$ cat config.mk
export PLATFORM = sky130hd
export DESIGN_NAME = rect_envelope_avg_flat
export DESIGN_NICKNAME = d
export VERILOG_FILES = /design/src/rtl/rect_envelope_avg_if.sv /design/src/rtl/rect_envelope_avg.sv /design/src/flat_wrapper.sv
export SDC_FILE = /design/constraint.sdc
export NUM_CORES = 1
export LEC_CHECK = 0
export ABC_AREA = 1
export BUFFER_PORTS_ARGS = -buffer_cell sky130_fd_sc_hd__buf_4
export CORE_MARGIN = 5
export CORE_UTILIZATION = 51
export CTS_CLUSTER_SIZE = 40
export DETAILED_ROUTE_END_ITERATION = 12
export PLACE_DENSITY = 0.66
export SYNTH_ARGS = -nofsm -noshare
export SYNTH_HDL_FRONTEND = slang
export SYNTH_SLANG_ARGS = --single-unit
$ cat constraint.sdc
create_clock -name clk -period 7.4 [get_ports clk]
set_clock_uncertainty 0.2 [all_clocks]
set_input_delay 0.74 -clock clk [delete_from_list [all_inputs] [get_ports clk]]
set_output_delay 0.74 -clock clk [all_outputs]
set_load 0.02 [all_outputs]
$ cat src/rtl/rect_envelope_avg_if.sv
// Stream bus for the envelope averager: sample input, average output, flush and status.
interface rect_envelope_avg_if #(
  parameter int unsigned N = 16
);
  logic         in_valid;
  logic [N-1:0] in_data;
  logic         in_ready;
  logic         out_valid;
  logic [N-1:0] out_data;
  logic         out_ready;
  logic         clear;
  logic         primed;

  // Upstream/downstream side that drives samples, accepts averages and issues flushes
  modport master (
    output in_valid,
    output in_data,
    input  in_ready,
    input  out_valid,
    input  out_data,
    output out_ready,
    output clear,
    input  primed
  );

  // Averager side
  modport slave (
    input  in_valid,
    input  in_data,
    output in_ready,
    output out_valid,
    output out_data,
    input  out_ready,
    input  clear,
    output primed
  );
endinterface

$ cat src/rtl/rect_envelope_avg.sv
// Boxcar moving average of 2^LOG2W rectified samples with a single output slot,
// valid/ready handshakes on both sides and a synchronous flush that re-zeroes the window.
module rect_envelope_avg #(
  parameter int unsigned N     = 16,
  parameter int unsigned LOG2W = 3
) (
  input  logic                clk,
  input  logic                rst,
  rect_envelope_avg_if.slave  bus
);

  localparam int unsigned W  = 1 << LOG2W;
  localparam int unsigned SW = N + LOG2W;
  localparam int unsigned CW = LOG2W + 1;

  typedef enum logic [1:0] {
    S_FILL  = 2'd0,
    S_RUN   = 2'd1,
    S_FLUSH = 2'd2
  } state_t;

  state_t           state_q, state_d;
  logic [LOG2W-1:0] wptr_q, wptr_d;
  logic [LOG2W-1:0] fidx_q, fidx_d;
  logic [CW-1:0]    cnt_q, cnt_d;
  logic [SW-1:0]    sum_q, sum_d;
  logic             out_valid_q, out_valid_d;
  logic [N-1:0]     out_data_q, out_data_d;
  logic             primed_q, primed_d;
  logic [N-1:0]     win_q [W];

  logic             win_we;
  logic [LOG2W-1:0] win_waddr;
  logic [N-1:0]     win_wdata;

  logic             in_ready_c;
  logic             accept_c;
  logic [SW-1:0]    sum_acc_c;

  // Ready only when not flushing, not being cleared, and the output slot can take a result
  assign in_ready_c = !rst && (state_q != S_FLUSH) && !bus.clear &&
                      (!out_valid_q || bus.out_ready);
  assign accept_c   = bus.in_valid && in_ready_c;
  // Running sum with the oldest entry swapped out for the new sample
  assign sum_acc_c  = sum_q + SW'(bus.in_data) - SW'(win_q[wptr_q]);

  assign bus.in_ready  = in_ready_c;
  assign bus.out_valid = out_valid_q;
  assign bus.out_data  = out_data_q;
  assign bus.primed    = primed_q;

  // Next-state, window write port and output slot
  always_comb begin
    state_d     = state_q;
    wptr_d      = wptr_q;
    fidx_d      = fidx_q;
    cnt_d       = cnt_q;
    sum_d       = sum_q;
    out_valid_d = out_valid_q;
    out_data_d  = out_data_q;
    primed_d    = primed_q;
    win_we      = 1'b0;
    win_waddr   = wptr_q;
    win_wdata   = bus.in_data;

    if (bus.clear) begin
      // Discard everything and restart zeroing the window from entry 0
      state_d     = S_FLUSH;
      fidx_d      = '0;
      wptr_d      = '0;
      cnt_d       = '0;
      sum_d       = '0;
      out_valid_d = 1'b0;
      primed_d    = 1'b0;
    end else begin
      case (state_q)
        S_FLUSH: begin
          win_we    = 1'b1;
          win_waddr = fidx_q;
          win_wdata = '0;
          fidx_d    = fidx_q + LOG2W'(1);
          if (fidx_q == LOG2W'(W - 1)) begin
            state_d = S_FILL;
          end
        end
        S_FILL: begin
          if (accept_c) begin
            cnt_d = cnt_q + CW'(1);
            if (cnt_q == CW'(W - 1)) begin
              state_d  = S_RUN;
              primed_d = 1'b1;
            end
          end
        end
        S_RUN: begin
          primed_d = 1'b1;
        end
        default: begin
          state_d = S_FILL;
        end
      endcase

      if (accept_c) begin
        win_we      = 1'b1;
        win_waddr   = wptr_q;
        win_wdata   = bus.in_data;
        sum_d       = sum_acc_c;
        wptr_d      = wptr_q + LOG2W'(1);
        out_data_d  = N'(sum_acc_c >> LOG2W);
        out_valid_d = 1'b1;
      end else if (out_valid_q && bus.out_ready) begin
        out_valid_d = 1'b0;
      end
    end
  end

  // Control and datapath registers
  always_ff @(posedge clk or posedge rst) begin
    if (rst) begin
      state_q     <= S_FILL;
      wptr_q      <= '0;
      fidx_q      <= '0;
      cnt_q       <= '0;
      sum_q       <= '0;
      out_valid_q <= 1'b0;
      out_data_q  <= '0;
      primed_q    <= 1'b0;
    end else begin
      state_q     <= state_d;
      wptr_q      <= wptr_d;
      fidx_q      <= fidx_d;
      cnt_q       <= cnt_d;
      sum_q       <= sum_d;
      out_valid_q <= out_valid_d;
      out_data_q  <= out_data_d;
      primed_q    <= primed_d;
    end
  end

  // Sample window storage, single write port
  always_ff @(posedge clk or posedge rst) begin
    if (rst) begin
      for (int i = 0; i < int'(W); i++) begin
        win_q[i] <= '0;
      end
    end else if (win_we) begin
      win_q[win_waddr] <= win_wdata;
    end
  end

endmodule
$ cat src/flat_wrapper.sv
// flat-port wrapper written by rule: the top's interface ports become plain ports
module rect_envelope_avg_flat 
#(
  parameter int unsigned N     = 16,
  parameter int unsigned LOG2W = 3
)
  (clk, rst, bus_in_valid, bus_in_data, bus_in_ready, bus_out_valid, bus_out_data, bus_out_ready, bus_clear, bus_primed);
  rect_envelope_avg_if #(.N(N)) bus_i ();
  input  logic clk;
  input  logic rst;
  input wire logic [$bits(bus_i.in_valid)-1:0] bus_in_valid;
  input wire logic [$bits(bus_i.in_data)-1:0] bus_in_data;
  output wire logic [$bits(bus_i.in_ready)-1:0] bus_in_ready;
  output wire logic [$bits(bus_i.out_valid)-1:0] bus_out_valid;
  output wire logic [$bits(bus_i.out_data)-1:0] bus_out_data;
  input wire logic [$bits(bus_i.out_ready)-1:0] bus_out_ready;
  input wire logic [$bits(bus_i.clear)-1:0] bus_clear;
  output wire logic [$bits(bus_i.primed)-1:0] bus_primed;
  assign bus_i.in_valid = bus_in_valid;
  assign bus_i.in_data = bus_in_data;
  assign bus_in_ready = bus_i.in_ready;
  assign bus_out_valid = bus_i.out_valid;
  assign bus_out_data = bus_i.out_data;
  assign bus_i.out_ready = bus_out_ready;
  assign bus_i.clear = bus_clear;
  assign bus_primed = bus_i.primed;
  rect_envelope_avg #(.N(N), .LOG2W(LOG2W)) u_core (.clk(clk), .rst(rst), .bus(bus_i));
endmodule
**Yosys cells after proc, flatten, opt, wreduce, memory -nomap -nowiden**

Index checks and enable logic that the tools add are counted.

- Register bits after elaboration: 177
- Input bits: 21
- Output and inout bits: 19

- Add/sub/neg operators: 5
- $lt $le $gt $ge: 3
- Equal/unequal tests: 9
- Muxes and demuxes: 36
- Bitwise operators: 3
- Reductions and logical operators: 20

Operators with widths:

| kind | count |
|---|---|
| $bwmux 128 | 1 |
| $mux 16 | 6 |
| $bmux 16 s3 | 1 |
| $demux 16 s3 | 1 |
| $mux 19 | 2 |
| $mux 3 | 7 |
| $add 19x16->19 | 1 |
| $sub 19x16->19 | 1 |
| $mux 4 | 3 |
| $mux 1 | 9 |
| $ne 3x2->1 const B | 3 |
| $ge 4x4->1 const B | 2 |
| $mux 2 | 4 |
| $not 3->4 | 2 |
| $add 3x1->3 const B | 2 |
| $logic_and 1x1->1 | 6 |
| $pmux 2 s3 | 1 |
| $reduce_bool 2->1 | 3 |
| $reduce_bool 3->1 | 2 |
| $add 4x1->4 const B | 1 |
| $eq 4x3->1 const B | 1 |
| $lt 4x1->1 const B | 1 |
| $ne 2x2->1 const B | 2 |
| $reduce_and 2->1 | 2 |
| 10 further kinds | 12 |

**Logic depth before layout (Yosys ltp)**

Gate-level depths: netlist of run 1.

- Depth in word-level cells: 13
- Mapped depth: 21

**Worst setup path after synthesis of run 1**

No wires, ideal clock.

- Path kind: reg2reg
- Start: register u_core.wptr_q[0]
- End: register u_core.out_data_q[13], in the netlist u_core.bus.out_data[13]
- Arrival: 2,975 ps
- Required time: 7,081 ps
- Setup slack: 4,106 ps
- Stages on the path, launching flop included: 20
- Buffers on the path: 2
- Period minus slack after synthesis: 3,294 ps
- Cell sequence: dfrtp_1 -> inv_1 -> buf_2 -> clkbuf_1 -> nor2_1 -> o22ai_1 -> nor2_1 -> a31oi_1 -> fa_1 -> fa_1 -> inv_1 -> nand3_1 -> nand3_1 -> nand2_1 -> nand2_1 -> nand2_1 -> nand2_1 -> nand2_1 -> nand3_1 -> nand2_1

- Longest elaborated chain between the ends: 5

Ends and longest elaborated chain:

| item | RTL line | text |
|---|---|---|
| start: declaration | rect_envelope_avg.sv:23 | `logic [LOG2W-1:0] wptr_q, wptr_d;` |
| start signal: assignment | rect_envelope_avg.sv:130 | `wptr_q <= wptr_d;` |
| $not 3->4 (not written as such) | rect_envelope_avg.sv:45 | `assign sum_acc_c = sum_q + SW'(bus.in_data) - SW'(win_q[wptr_q]);` |
| $bmux 16 s3 | rect_envelope_avg.sv:45 |  |
| $mux 16 (not written as such) (2 in a row) | rect_envelope_avg.sv:45 |  |
| $sub 19x16->19 | rect_envelope_avg.sv:45 |  |
| end signal: assignment | rect_envelope_avg.sv:135 | `out_data_q <= out_data_d;` |
| end: declaration | rect_envelope_avg.sv:28 | `logic [N-1:0] out_data_q, out_data_d;` |

No other way between the ends. The select of a mux whose other input is x is not followed.
A chain may end at the register's enable or synchronous reset.

**Final worst setup path of run 1**

- Start: register u_core.wptr_q[0]
- End: register u_core.sum_q[8]

- Longest elaborated chain between the ends: 7

Ends and longest elaborated chain:

| item | RTL line | text |
|---|---|---|
| $not 3->4 (not written as such) | rect_envelope_avg.sv:45 |  |
| $bmux 16 s3 | rect_envelope_avg.sv:45 |  |
| $mux 16 (not written as such) (2 in a row) | rect_envelope_avg.sv:45 |  |
| $sub 19x16->19 | rect_envelope_avg.sv:45 |  |
| $mux 19 | rect_envelope_avg.sv:103 | `if (accept_c) begin` |
| $mux 19 | rect_envelope_avg.sv:66 | `if (bus.clear) begin` |
| end signal: assignment | rect_envelope_avg.sv:133 | `sum_q <= sum_d;` |
| end: declaration | rect_envelope_avg.sv:26 | `logic [SW-1:0] sum_q, sum_d;` |

No other way between the ends. The select of a mux whose other input is x is not followed.

==> results of run 1 <==
-- through the flow --
stage,utilization,power [W],instances
2_1_floorplan,-,0.00161,1140
3_3_place_gp,0.536,0.00174,1359
3_5_place_dp,0.536,0.00175,1359
4_1_cts,0.567,0.00265,1391
5_1_grt,0.567,0.00280,1391
6_report,0.567,0.00264,1391
-- worst paths after layout --
kind                       slack (ns)                       endpoint                         start  depth (start not counted)
hold reg to reg                  0.28   u_core.win_q[74]$_DFFE_PP0P_  u_core.win_q[74]$_DFFE_PP0P_                          2
hold / removal                   0.22  u_core.bus.primed$_DFFE_PP0P_                           rst                          2
min in group clk                 0.28   u_core.win_q[74]$_DFFE_PP0P_  u_core.win_q[74]$_DFFE_PP0P_                          2
max in group asynchronous        5.60   u_core.win_q[57]$_DFFE_PP0P_                           rst                          3
setup / recovery                 3.06    u_core.sum_q[8]$_DFFE_PP0P_  u_core.wptr_q[0]$_DFFE_PP0P_                         16
setup reg to reg                 3.06    u_core.sum_q[8]$_DFFE_PP0P_  u_core.wptr_q[0]$_DFFE_PP0P_                         16
-- layout make-up --
type | instances | area (um^2) | area share
tap | 229 | 287 | 0.0278
timing repair buffer | 46 | 345 | 0.0335
inverter | 107 | 419 | 0.0407
clock inverter | 15 | 150 | 0.0146
sequential | 177 | 4430 | 0.430
clock buffer | 17 | 425 | 0.0413
multi-input combinational | 800 | 4240 | 0.412
-- registers in the layout, indices dropped and copies added (netlist names) --
signal	count
u_core.sum_q	19
u_core.wptr_q	3
u_core.fidx_q	3
u_core.cnt_q	4
u_core.bus.out_valid	1
u_core.state_q	2
u_core.bus.primed	1
u_core.bus.out_data	16
u_core.win_q	128
-- per-layer routing --
layer,vias up,track usage,wire [um]
met5,-,0,0
met4,0,0.0466,271
met3,23,0.0415,1200
met2,180,0.349,10300
met1,3509,0.330,11200
li1,3723,-,-
-- placed cells by master, fill, tap and decap left out, types with 2 or more instances in the layout --
cell type / instances
inv_8: 4
o21ai_2: 13
xor2_1: 4
a31oi_1: 15
nand2_4: 2
buf_4: 46
nand2_2: 3
nor2_1: 132
nand4_4: 8
o21ai_1: 115
nand2_1: 288
ha_1: 23
o21ai_4: 3
or2_2: 2
inv_6: 5
nand3b_1: 4
clkbuf_16: 17
inv_1: 100
o21ai_0: 91
clkinv_4: 2
nand3_1: 29
inv_2: 2
a21oi_1: 22
nor3_1: 3
o22ai_1: 19
clkinv_2: 2
fa_1: 16
dfrtp_1: 176
clkinvlp_4: 4
-- worst register-to-register path, stage by stage (launching register included) --
cell	delay [ns]
dfrtp_2	0.40
inv_1	0.60
buf_4	0.48
nor2_1	0.09
o22ai_1	0.19
nor2_1	0.06
a31oi_1	0.30
fa_1	0.53
fa_1	0.49
inv_1	0.09
nand3_1	0.07
nand3_1	0.14
nand2_1	0.07
nand2_1	0.16
a21oi_1	0.09
o21ai_0	0.13
o21ai_0	0.13
-- kinds of logic after synthesis --
family	count (synthesis)	share of synthesized area
DFF	177	0.468
xor gates and xnor gates	4	0.00370
adders and majority gates	39	0.0642
and+or+nand+nor	476	0.217
buffers and inverters	163	0.0843
AOI/OAI and AO/OA	281	0.163
-- power groups by stage --
stage               Combinational, W  Sequential [W]  Clock (W)
floorplan                   0.000442         0.00116          0
global placement            0.000576         0.00117          0
detailed placement          0.000586         0.00117          0
CTS                         0.000590         0.00115   0.000908
global route                0.000682         0.00117   0.000947
finish                      0.000589         0.00115   0.000898
==> flow_metrics.py, run 1 <==
metrics = {
    "clock_tree": {
        "numCtsBuffers": 17,
        "htreeDepth": 4,
        "hold_buffers": 0,
        "cts_tree": "done",
        "cts-resized-gates": 0,
        "insertion_delay_ns": 0.44,
        "clockBufferDepth": 2,
        "root_buffer": "clkbuf_16",
        "clk_pin_slew_ns": 0.08,
        "post-cts-setup-buffers": 0,
        "cts_sinks": 177,
    },
    "setup_path": {
        "cp_max_fo": 38,
        "worstPathArrival_ns": 4.43,
        "critPathBufInv": 3,
        "start_kind": "flip-flop",
        "critPathKind": "reg -> reg",
        "crit_path_end_kind": "flip-flop",
        "crit_slowest_cell": "inv_1",
        "crit_family": "buffers and inverters",
        "cp_slowest_stage_delay_ns": 0.60,
        "path_cells": "inv_1, buf_4, nor2_1, o22ai_1, nor2_1, a31oi_1, fa_1, fa_1, inv_1, nand3_1, nand3_1, nand2_1, nand2_1, a21oi_1, o21ai_0, o21ai_0",
        "worstPathRequired_ns": 7.49,
    },
    "route": {
        "viasPerCell": 5.35,
        "postRouteAntennaNets": 0,
        "drcViolationCount": 0,
        "vias": 7435,
        "wl_um": 23000,
        "first_pass_iters": 5,
        "drt-initial-drc-count": 514,
        "wl_per_cell_um": 16.5,
    },
    "yosys": {
        "ys.warnings.count": 0,
        "synth_enable_flop_cells": 0,
        "synth_ff_type": "dfrtp_1",
        "synth_top_area_cell": "dfrtp_1",
        "synth_area_leaders": "dfrtp_1 (47%), nand2_1 (11%), o21ai_1 (6.1%)",
        "synth_top_area_frac": 0.468,
        "ys_types": 38,
        "synthCells": 1140,
        "synth_common_cells": "nand2_1 (288), dfrtp_1 (177), nor2_1 (132)",
        "async_flop_share": 1.00,
        "ys_seq_elements": 177,
        "synth_area_per_cell_um2": 8.31,
        "syn_area_um2": 9470,
        "synth_most_common_cell": "nand2_1",
        "synth_seq_area_share": 0.468,
        "syn-num-nets": 1200,
    },
    "floorplan": {
        "initial_utilization": 0.522,
        "io_pins": 40,
        "dieArea_um2": 21400,
        "coreArea_um2": 18100,
        "fp.dieW_um": 146,
        "row_count": 49,
        "die_h_um": 146,
    },
    "grt": {
        "grt_usage": 0.224,
        "antenna_found_initial": 0,
        "grt_max_degree": 78,
        "grt_pass1_wl_um": 38700,
        "grt_pass1_vias": 7292,
        "grt_remaining_overflow": 0,
    },
    "power": {
        "leakage_nw": 5.10,
        "comb_power_share": 0.223,
        "pwr-share-seq": 0.437,
        "p_switching_w": 0.000861,
        "intPower_w": 0.00178,
        "powerDensity_nw_per_um2": 256,
        "ir_drop_mv": 0.164,
        "clockPowerShare": 0.340,
        "switching_share": 0.326,
    },
    "run_status": {
        "outcome": "complete, no violations",
    },
    "finish": {
        "stdcell_area_um2": 10300,
        "area_delta_synth_final_pct": 8.76,
        "fin_nets": 1209,
        "nFillCells": 1677,
        "n_antenna_cell": 0,
        "final_layout_size_suffix_gt1_frac": 0.102,
    },
    "sta": {
        "rsz0062_at_grt": "false",
        "setup_ws_ns": 3.06,
        "fmax_ghz": 0.230,
        "finalHoldViolCount": 0,
        "period_minus_slack_ns": 4.34,
        "finalSetupViolCount": 0,
        "fin_crit_sh": 0.587,
        "setup-tns-final_ns": 0,
        "finalMaxSlewViolations": 0,
        "worst_pin_slew_ns": 0.820,
        "slew_headroom": 0.453,
        "hold_ws_ns": 0.222,
    },
    "placed_design": {
        "pre_cts_ws_ns": 3.12,
        "post_dp_cell_area_um2": 9720,
        "numPortBuffers": 39,
        "dpl.hpwl_um": 14800,
        "gp_congestion": 0.859,
    },
    "min_path": {
        "hp-class": "in -> async",
    },
    "job": {
        "drv_cap": 0,
    },
}
Note: power is estimated with default switching activity, not from simulation.
==> run 2, diff against run 1 <==
--- a/config.mk
+++ b/config.mk
@@ -5,13 +5,13 @@
 export SDC_FILE = /design/constraint.sdc
 export NUM_CORES = 1
 export LEC_CHECK = 0
-export ABC_AREA = 1
+export ABC_AREA = 0
 export BUFFER_PORTS_ARGS = -buffer_cell sky130_fd_sc_hd__buf_4
 export CORE_MARGIN = 5
 export CORE_UTILIZATION = 51
 export CTS_CLUSTER_SIZE = 40
 export DETAILED_ROUTE_END_ITERATION = 12
-export PLACE_DENSITY = 0.66
+export PLACE_DENSITY = 0.69
 export SYNTH_ARGS = -nofsm -noshare
 export SYNTH_HDL_FRONTEND = slang
 export SYNTH_SLANG_ARGS = --single-unit
==> constraint.sdc (replaced) <==
create_clock -name clk -period 3.85 [get_ports clk]
set_clock_uncertainty 0.2 [all_clocks]
set_input_delay 0.385 -clock clk [delete_from_list [all_inputs] [get_ports clk]]
set_output_delay 0.385 -clock clk [all_outputs]
set_load 0.02 [all_outputs]
==> run 2 against run 1 <==
Sequential share of layout area is 3.9 points lower. Hold slack worse by 0.19 ns. Final cell count decreased by 15%. Sequential power increased by 93%. Synthesized area down 1.8%. The flow now finishes with violations (setup timing). Clock-buffer cell count rose by 2. Critical endpoint is now u_core.bus.out_data[12]$_DFFE_PP0P_. Fmax grew 12%. Combinational power increased to 2.6 times the previous value. Global-route usage is 0.99 points lower. Routed wire length down 1.1%. Die area down 1.7%. Critical path type unchanged. Critical path depth decreased by 2.
==> flow_metrics.py, run 2 <==
metrics = {
    "placed_design": {
        "gp_congestion": 0.843,
        "post_dp_cell_area_um2": 10200,
        "numPortBuffers": 39,
        "dpl.hpwl_um": 14200,
        "post-place-cells": 1126,
        "pre_cts_ws_ns": -0.168,
    },
    "route": {
        "wl_um": 22700,
        "viasPerCell": 5.64,
        "drcViolationCount": 0,
        "wl_per_cell_um": 19.2,
        "vias": 6657,
        "first_pass_iters": 6,
        "postRouteAntennaNets": 0,
        "drt-initial-drc-count": 427,
    },
    "grt": {
        "grt_pass1_vias": 6697,
        "antenna_found_initial": 0,
        "grt_usage": 0.214,
        "grt_pass1_wl_um": 36100,
        "grt_max_degree": 178,
        "grt_remaining_overflow": 0,
    },
    "setup_path": {
        "cp_max_fo": 8,
        "r2r-start": "u_core.wptr_q[0]$_DFFE_PP0P_",
        "crit_path_end_kind": "flip-flop",
        "rrSetupSlack_ns": -0.04,
        "path_cells": "clkbuf_16, mux4_2, mux2_4, fa_1, inv_2, ha_4, buf_4, nand4_1, nor3_2, a32oi_2, nand2_1, a221oi_2, xnor2_1, mux2_4",
        "critPathKind": "reg -> reg",
        "cpMostUsedCell": "mux2_4",
        "crit-reg2reg-capture": "u_core.bus.out_data[12]$_DFFE_PP0P_",
        "start_kind": "flip-flop",
        "worstRegToRegCells": 14,
        "critPathBufInv": 3,
        "crit_family": "multiplexers",
        "cp_slowest_stage_delay_ns": 0.51,
        "worstPathRequired_ns": 3.97,
        "worstPathArrival_ns": 4.00,
        "crit_slowest_cell": "fa_1",
    },
    "yosys": {
        "synth_common_cells": "dfrtp_1 (177), nand2_1 (158), o21ai_0 (81)",
        "synth_ff_type": "dfrtp_1",
        "synth_top_area_cell": "dfrtp_1",
        "synth_enable_flop_cells": 0,
        "syn_area_um2": 9290,
        "ys_types": 60,
        "synth_most_common_cell": "dfrtp_1",
        "synth_area_per_cell_um2": 11.0,
        "ys.warnings.count": 0,
        "syn-num-nets": 907,
        "synth_area_leaders": "dfrtp_1 (48%), mux2_2 (8.8%), mux4_2 (7.8%)",
        "synth_top_area_frac": 0.477,
        "synth_seq_area_share": 0.477,
        "ys_seq_elements": 177,
        "synthCells": 847,
        "async_flop_share": 1.00,
    },
    "floorplan": {
        "fp.dieW_um": 145,
        "io_pins": 40,
        "die_h_um": 145,
        "dieArea_um2": 21000,
        "row_count": 49,
        "coreArea_um2": 18000,
        "initial_utilization": 0.517,
    },
    "finish": {
        "fin_cells": 1180,
        "n_antenna_cell": 0,
        "stdcell_area_um2": 11300,
        "final_common_cell": "dfrtp_1",
        "fin_nets": 998,
        "top_register": "u_core.win_q",
        "final_layout_size_suffix_gt1_frac": 0.342,
        "largest_reg_flops": 128,
        "area_delta_synth_final_pct": 21.9,
        "layout_common_cells": "dfrtp_1 (175), nand2_1 (156), buf_4 (97)",
    },
    "clock_tree": {
        "clockBufferDepth": 2,
        "cts_sinks": 177,
        "hold_buffers": 0,
        "root_buffer": "clkbuf_16",
        "numCtsBuffers": 17,
        "htreeDepth": 4,
        "cts_tree": "done",
        "insertion_delay_ns": 0.44,
        "clk_pin_slew_ns": 0.07,
    },
    "sta": {
        "hold_ws_ns": 0.0296,
        "setup_ws_ns": -0.0365,
        "finalHoldViolCount": 0,
        "slew_headroom": 0.359,
        "finalMaxSlewViolations": 0,
        "fmax_ghz": 0.257,
        "finalSetupViolCount": 1,
        "period_minus_slack_ns": 3.89,
        "worst_pin_slew_ns": 0.961,
        "fin_crit_sh": 1.01,
        "rsz0062_at_grt": "true",
    },
    "run_status": {
        "outcome": "finished, violations left",
        "violations": "setup timing",
    },
    "power": {
        "ir_drop_mv": 0.311,
        "leakage_nw": 5.36,
        "powerDensity_nw_per_um2": 485,
    },
    "min_path": {
        "hp-class": "in -> async",
    },
    "job": {
        "drv_cap": 0,
    },
}
## run 2: cell type report
class | instances | area (um^2)
multi-input cells | 560 | 4760
flip-flops and latches | 177 | 4430
repair buffers | 112 | 1010
clock buffers | 19 | 453
fillers | 1390 | 6640
clock inverters | 13 | 125
well taps | 229 | 287
inverters | 70 | 267
## run 2: per-layer routing
layer / track usage / up-vias / part of all wire
met5: 0 / - / 0
met2: 0.344 / 156 / 0.48
met4: 0.0687 / 0 / 0.017
met1: 0.298 / 3400 / 0.45
met3: 0.0393 / 31 / 0.048
li1: - / 3070 / -
## run 2: repair_timing
item	4_1_cts	5_1_grt
setup endpoints to repair	8	24
pin swaps	12	40
resized for setup	30	45
setup buffers	11	9
gates cloned	1	2
## run 2: worst max path at each step
stage	from	end	slack [ns]	cells after the start
floorplan	u_core.wptr_q[1]$_DFFE_PP0P_	u_core.sum_q[18]$_DFFE_PP0P_	0.01	15
global placement	u_core.wptr_q[1]$_DFFE_PP0P_	u_core.sum_q[18]$_DFFE_PP0P_	-0.02	14
detailed placement	u_core.wptr_q[0]$_DFFE_PP0P_	u_core.sum_q[18]$_DFFE_PP0P_	-0.17	13
CTS	u_core.wptr_q[1]$_DFFE_PP0P_	u_core.bus.out_data[12]$_DFFE_PP0P_	0.002	13
global route	u_core.wptr_q[1]$_DFFE_PP0P_	u_core.sum_q[18]$_DFFE_PP0P_	-0.1	15
finish	u_core.wptr_q[0]$_DFFE_PP0P_	u_core.bus.out_data[12]$_DFFE_PP0P_	-0.04	14
## run 2: logic make-up after synthesis
kind of cell	Yosys count	share of synthesized area
simple gates	245	0.117
flops	177	0.477
compound gates	140	0.0906
mux	117	0.183
buf+inv	110	0.0499
fa+ha+maj	39	0.0654
xor+xnor	19	0.0179
## run 2: through the flow
| step | power [W] | utilization | setup TNS (ns) |
|---|---|---|---|
| detailed placement | 0.00353 | 0.567 | -0.397 |
| CTS | 0.00534 | 0.613 | 0 |
| finish | 0.00549 | 0.630 | -0.0365 |
| floorplan | 0.00311 | - | 0 |
| global placement | 0.00349 | 0.567 | -0.0393 |
| global route | 0.00576 | 0.630 | -0.513 |
## run 2: report_power, final
group	internal, W	switching, W
registers	0.00209	0.000128
logic	0.000807	0.000754
clock network	0.000939	0.000771
## run 2: worst min-delay path, cell delays in order
cell and delay (ns):
buf_4 0.13, clkinvlp_4 0.07, buf_12 0.62
==> run 3, diff against run 2 <==
--- a/config.mk
+++ b/config.mk
@@ -8,10 +8,10 @@
 export ABC_AREA = 0
 export BUFFER_PORTS_ARGS = -buffer_cell sky130_fd_sc_hd__buf_4
 export CORE_MARGIN = 5
-export CORE_UTILIZATION = 51
+export CORE_UTILIZATION = 56
 export CTS_CLUSTER_SIZE = 40
 export DETAILED_ROUTE_END_ITERATION = 12
-export PLACE_DENSITY = 0.69
+export PLACE_DENSITY = 0.74
 export SYNTH_ARGS = -nofsm -noshare
 export SYNTH_HDL_FRONTEND = slang
 export SYNTH_SLANG_ARGS = --single-unit
==> run 3 against run 2 <==
The flow still finishes with violations (setup timing). Die area decreased by 8.3%. Sequential share of layout area increased by 0.24 points. Sequential power about the same. Utilization increased by 5.6 points. Hold slack improved by 0.028 ns. Critical path depth increased by 1. Non-clock buffer count decreased by 4. Combinational power about the same. Flip-flop and latch count unchanged. Final cell count decreased by 1.2%. Total power increased by 2.0%. Largest power group unchanged.
==> flow_metrics.py, run 3 (same netlist as run 2, synthesis figures left out) <==
metrics = {
    "placed_design": {
        "post-place-cells": 1120,
        "pre_cts_ws_ns": -0.109,
        "gp_congestion": 0.845,
        "numPortBuffers": 39,
        "dpl.hpwl_um": 14500,
    },
    "route": {
        "drt-initial-drc-count": 482,
        "viasPerCell": 5.71,
        "wl_um": 21800,
        "vias": 6662,
        "wl_per_cell_um": 18.7,
        "postRouteAntennaNets": 0,
        "first_pass_iters": 5,
        "drcViolationCount": 0,
    },
    "min_path": {
        "hp-class": "in -> reg",
        "worstHoldEndpoint": "u_core.bus.out_valid$_DFFE_PP0P_",
        "holdPathStages": 3,
        "hold_path.startpoint": "bus_out_ready",
    },
    "power": {
        "powerDensity_nw_per_um2": 498,
        "ir_drop_mv": 0.348,
        "leakage_nw": 5.34,
        "fin_total_pwr_w": 0.00560,
    },
    "setup_path": {
        "crit-reg2reg-capture": "u_core.sum_q[18]$_DFFE_PP0P_",
        "cp_max_fo": 8,
        "r2r-start": "u_core.wptr_q[0]$_DFFE_PP0P_",
        "rrSetupSlack_ns": -0.002,
        "crit_path_end_kind": "flip-flop",
        "worstRegToRegCells": 15,
        "critPathKind": "reg -> reg",
        "worstPathRequired_ns": 3.97,
        "worstPathArrival_ns": 3.98,
        "start_kind": "flip-flop",
    },
    "finish": {
        "final_common_cell": "dfrtp_1",
        "fin_cells": 1166,
        "n_antenna_cell": 0,
        "area_delta_synth_final_pct": 21.1,
        "final_util": 0.686,
        "top_register": "u_core.win_q",
        "layout_common_cells": "dfrtp_1 (175), nand2_1 (158), buf_4 (96)",
        "final_layout_size_suffix_gt1_frac": 0.332,
        "fin_nets": 994,
        "largest_reg_flops": 128,
    },
    "sta": {
        "setup_ws_ns": -0.00198,
        "rsz0062_at_grt": "true",
        "fmax_ghz": 0.260,
        "worst_pin_slew_ns": 0.973,
        "finalMaxSlewViolations": 0,
        "slew_headroom": 0.350,
        "period_minus_slack_ns": 3.85,
        "finalHoldViolCount": 0,
        "finalSetupViolCount": 1,
        "hold_ws_ns": 0.0577,
        "fin_crit_sh": 1.00,
    },
    "floorplan": {
        "coreArea_um2": 16400,
        "dieArea_um2": 19300,
        "initial_utilization": 0.566,
        "die_h_um": 139,
        "fp.dieW_um": 139,
        "row_count": 47,
        "io_pins": 40,
    },
    "grt": {
        "grt_remaining_overflow": 0,
        "grt_usage": 0.231,
        "grt_pass1_vias": 6716,
        "grt_pass1_wl_um": 35600,
        "grt_max_degree": 100,
        "antenna_found_initial": 0,
    },
    "clock_tree": {
        "clk_pin_slew_ns": 0.07,
        "root_buffer": "clkbuf_16",
        "htreeDepth": 4,
        "cts_tree": "done",
        "clockBufferDepth": 2,
        "numCtsBuffers": 17,
        "cts_sinks": 177,
        "insertion_delay_ns": 0.43,
    },
    "run_status": {
        "outcome": "finished, violations left",
        "violations": "setup timing",
    },
    "job": {
        "drv_cap": 0,
    },
}
==> run 3: area by class of cell <==
class / instances / area [um^2]
fill: 1138 / 5150
multi-input combinational: 560 / 4730
sequential: 177 / 4430
timing repair buffer: 108 / 928
clock buffer: 19 / 443
tap: 220 / 275
inverter: 70 / 267
clock inverter: 12 / 180
==> run 3: per-stage QoR <==
stage / TNS [ns] / cell area (um^2)
after global placement: -0.0948 / 10200
after floorplan: 0 / 9380
final: -0.00198 / 11300
after global routing: -0.602 / 11300
after detailed placement: -0.443 / 10200
after CTS: 0 / 11000
==> run 3: timing repair <==
action                                  CTS  global route
gates cloned                              0             0
buffers inserted                          4            10
gates resized for setup                  23            50
endpoints found under the setup margin    8            14
hold buffers                              1             0
endpoints found under the hold margin    91             0
pin swaps                                 8            31
==> run 3: report_power, final <==
part	switching [W]	internal, W	total (W)
clock	0.000738	0.00111	0.00185
combinational	0.000739	0.000789	0.00153
sequential	0.000135	0.00209	0.00223
total	0.00161	0.00399	0.00560
==> run 3: how the worst max path moves through the flow <==
stage,from,end
finish,u_core.wptr_q[0]$_DFFE_PP0P_,u_core.sum_q[18]$_DFFE_PP0P_
global route,u_core.wptr_q[0]$_DFFE_PP0P_,u_core.sum_q[18]$_DFFE_PP0P_
CTS,u_core.wptr_q[1]$_DFFE_PP0P_,u_core.bus.out_data[12]$_DFFE_PP0P_
detailed placement,u_core.wptr_q[0]$_DFFE_PP0P_,u_core.bus.out_data[12]$_DFFE_PP0P_
global placement,u_core.wptr_q[0]$_DFFE_PP0P_,u_core.sum_q[18]$_DFFE_PP0P_
floorplan,u_core.wptr_q[1]$_DFFE_PP0P_,u_core.sum_q[18]$_DFFE_PP0P_
==> run 3: worst max-delay path, cell delays in order (launching register included) <==
cell and delay [ns]:
dfrtp_2 0.48, buf_12 0.17, buf_8 0.12, mux4_2 0.50, mux2_4 0.32, fa_1 0.52, inv_2 0.05, ha_4 0.27
and2_4 0.14, nand3_2 0.08, o221a_2 0.23, o21ai_1 0.07, buf_4 0.15, a21oi_2 0.06, xnor2_1 0.13, o311ai_1 0.26
==> run 3: routing by layer <==
| layer | vias up | global-route usage | share of wire |
|---|---|---|---|
| met3 | 29 | 0.0400 | 0.047 |
| met5 | - | 0 | 0 |
| met1 | 3387 | 0.328 | 0.45 |
| li1 | 3063 | - | - |
| met4 | 0 | 0.0690 | 0.017 |
| met2 | 183 | 0.368 | 0.49 |
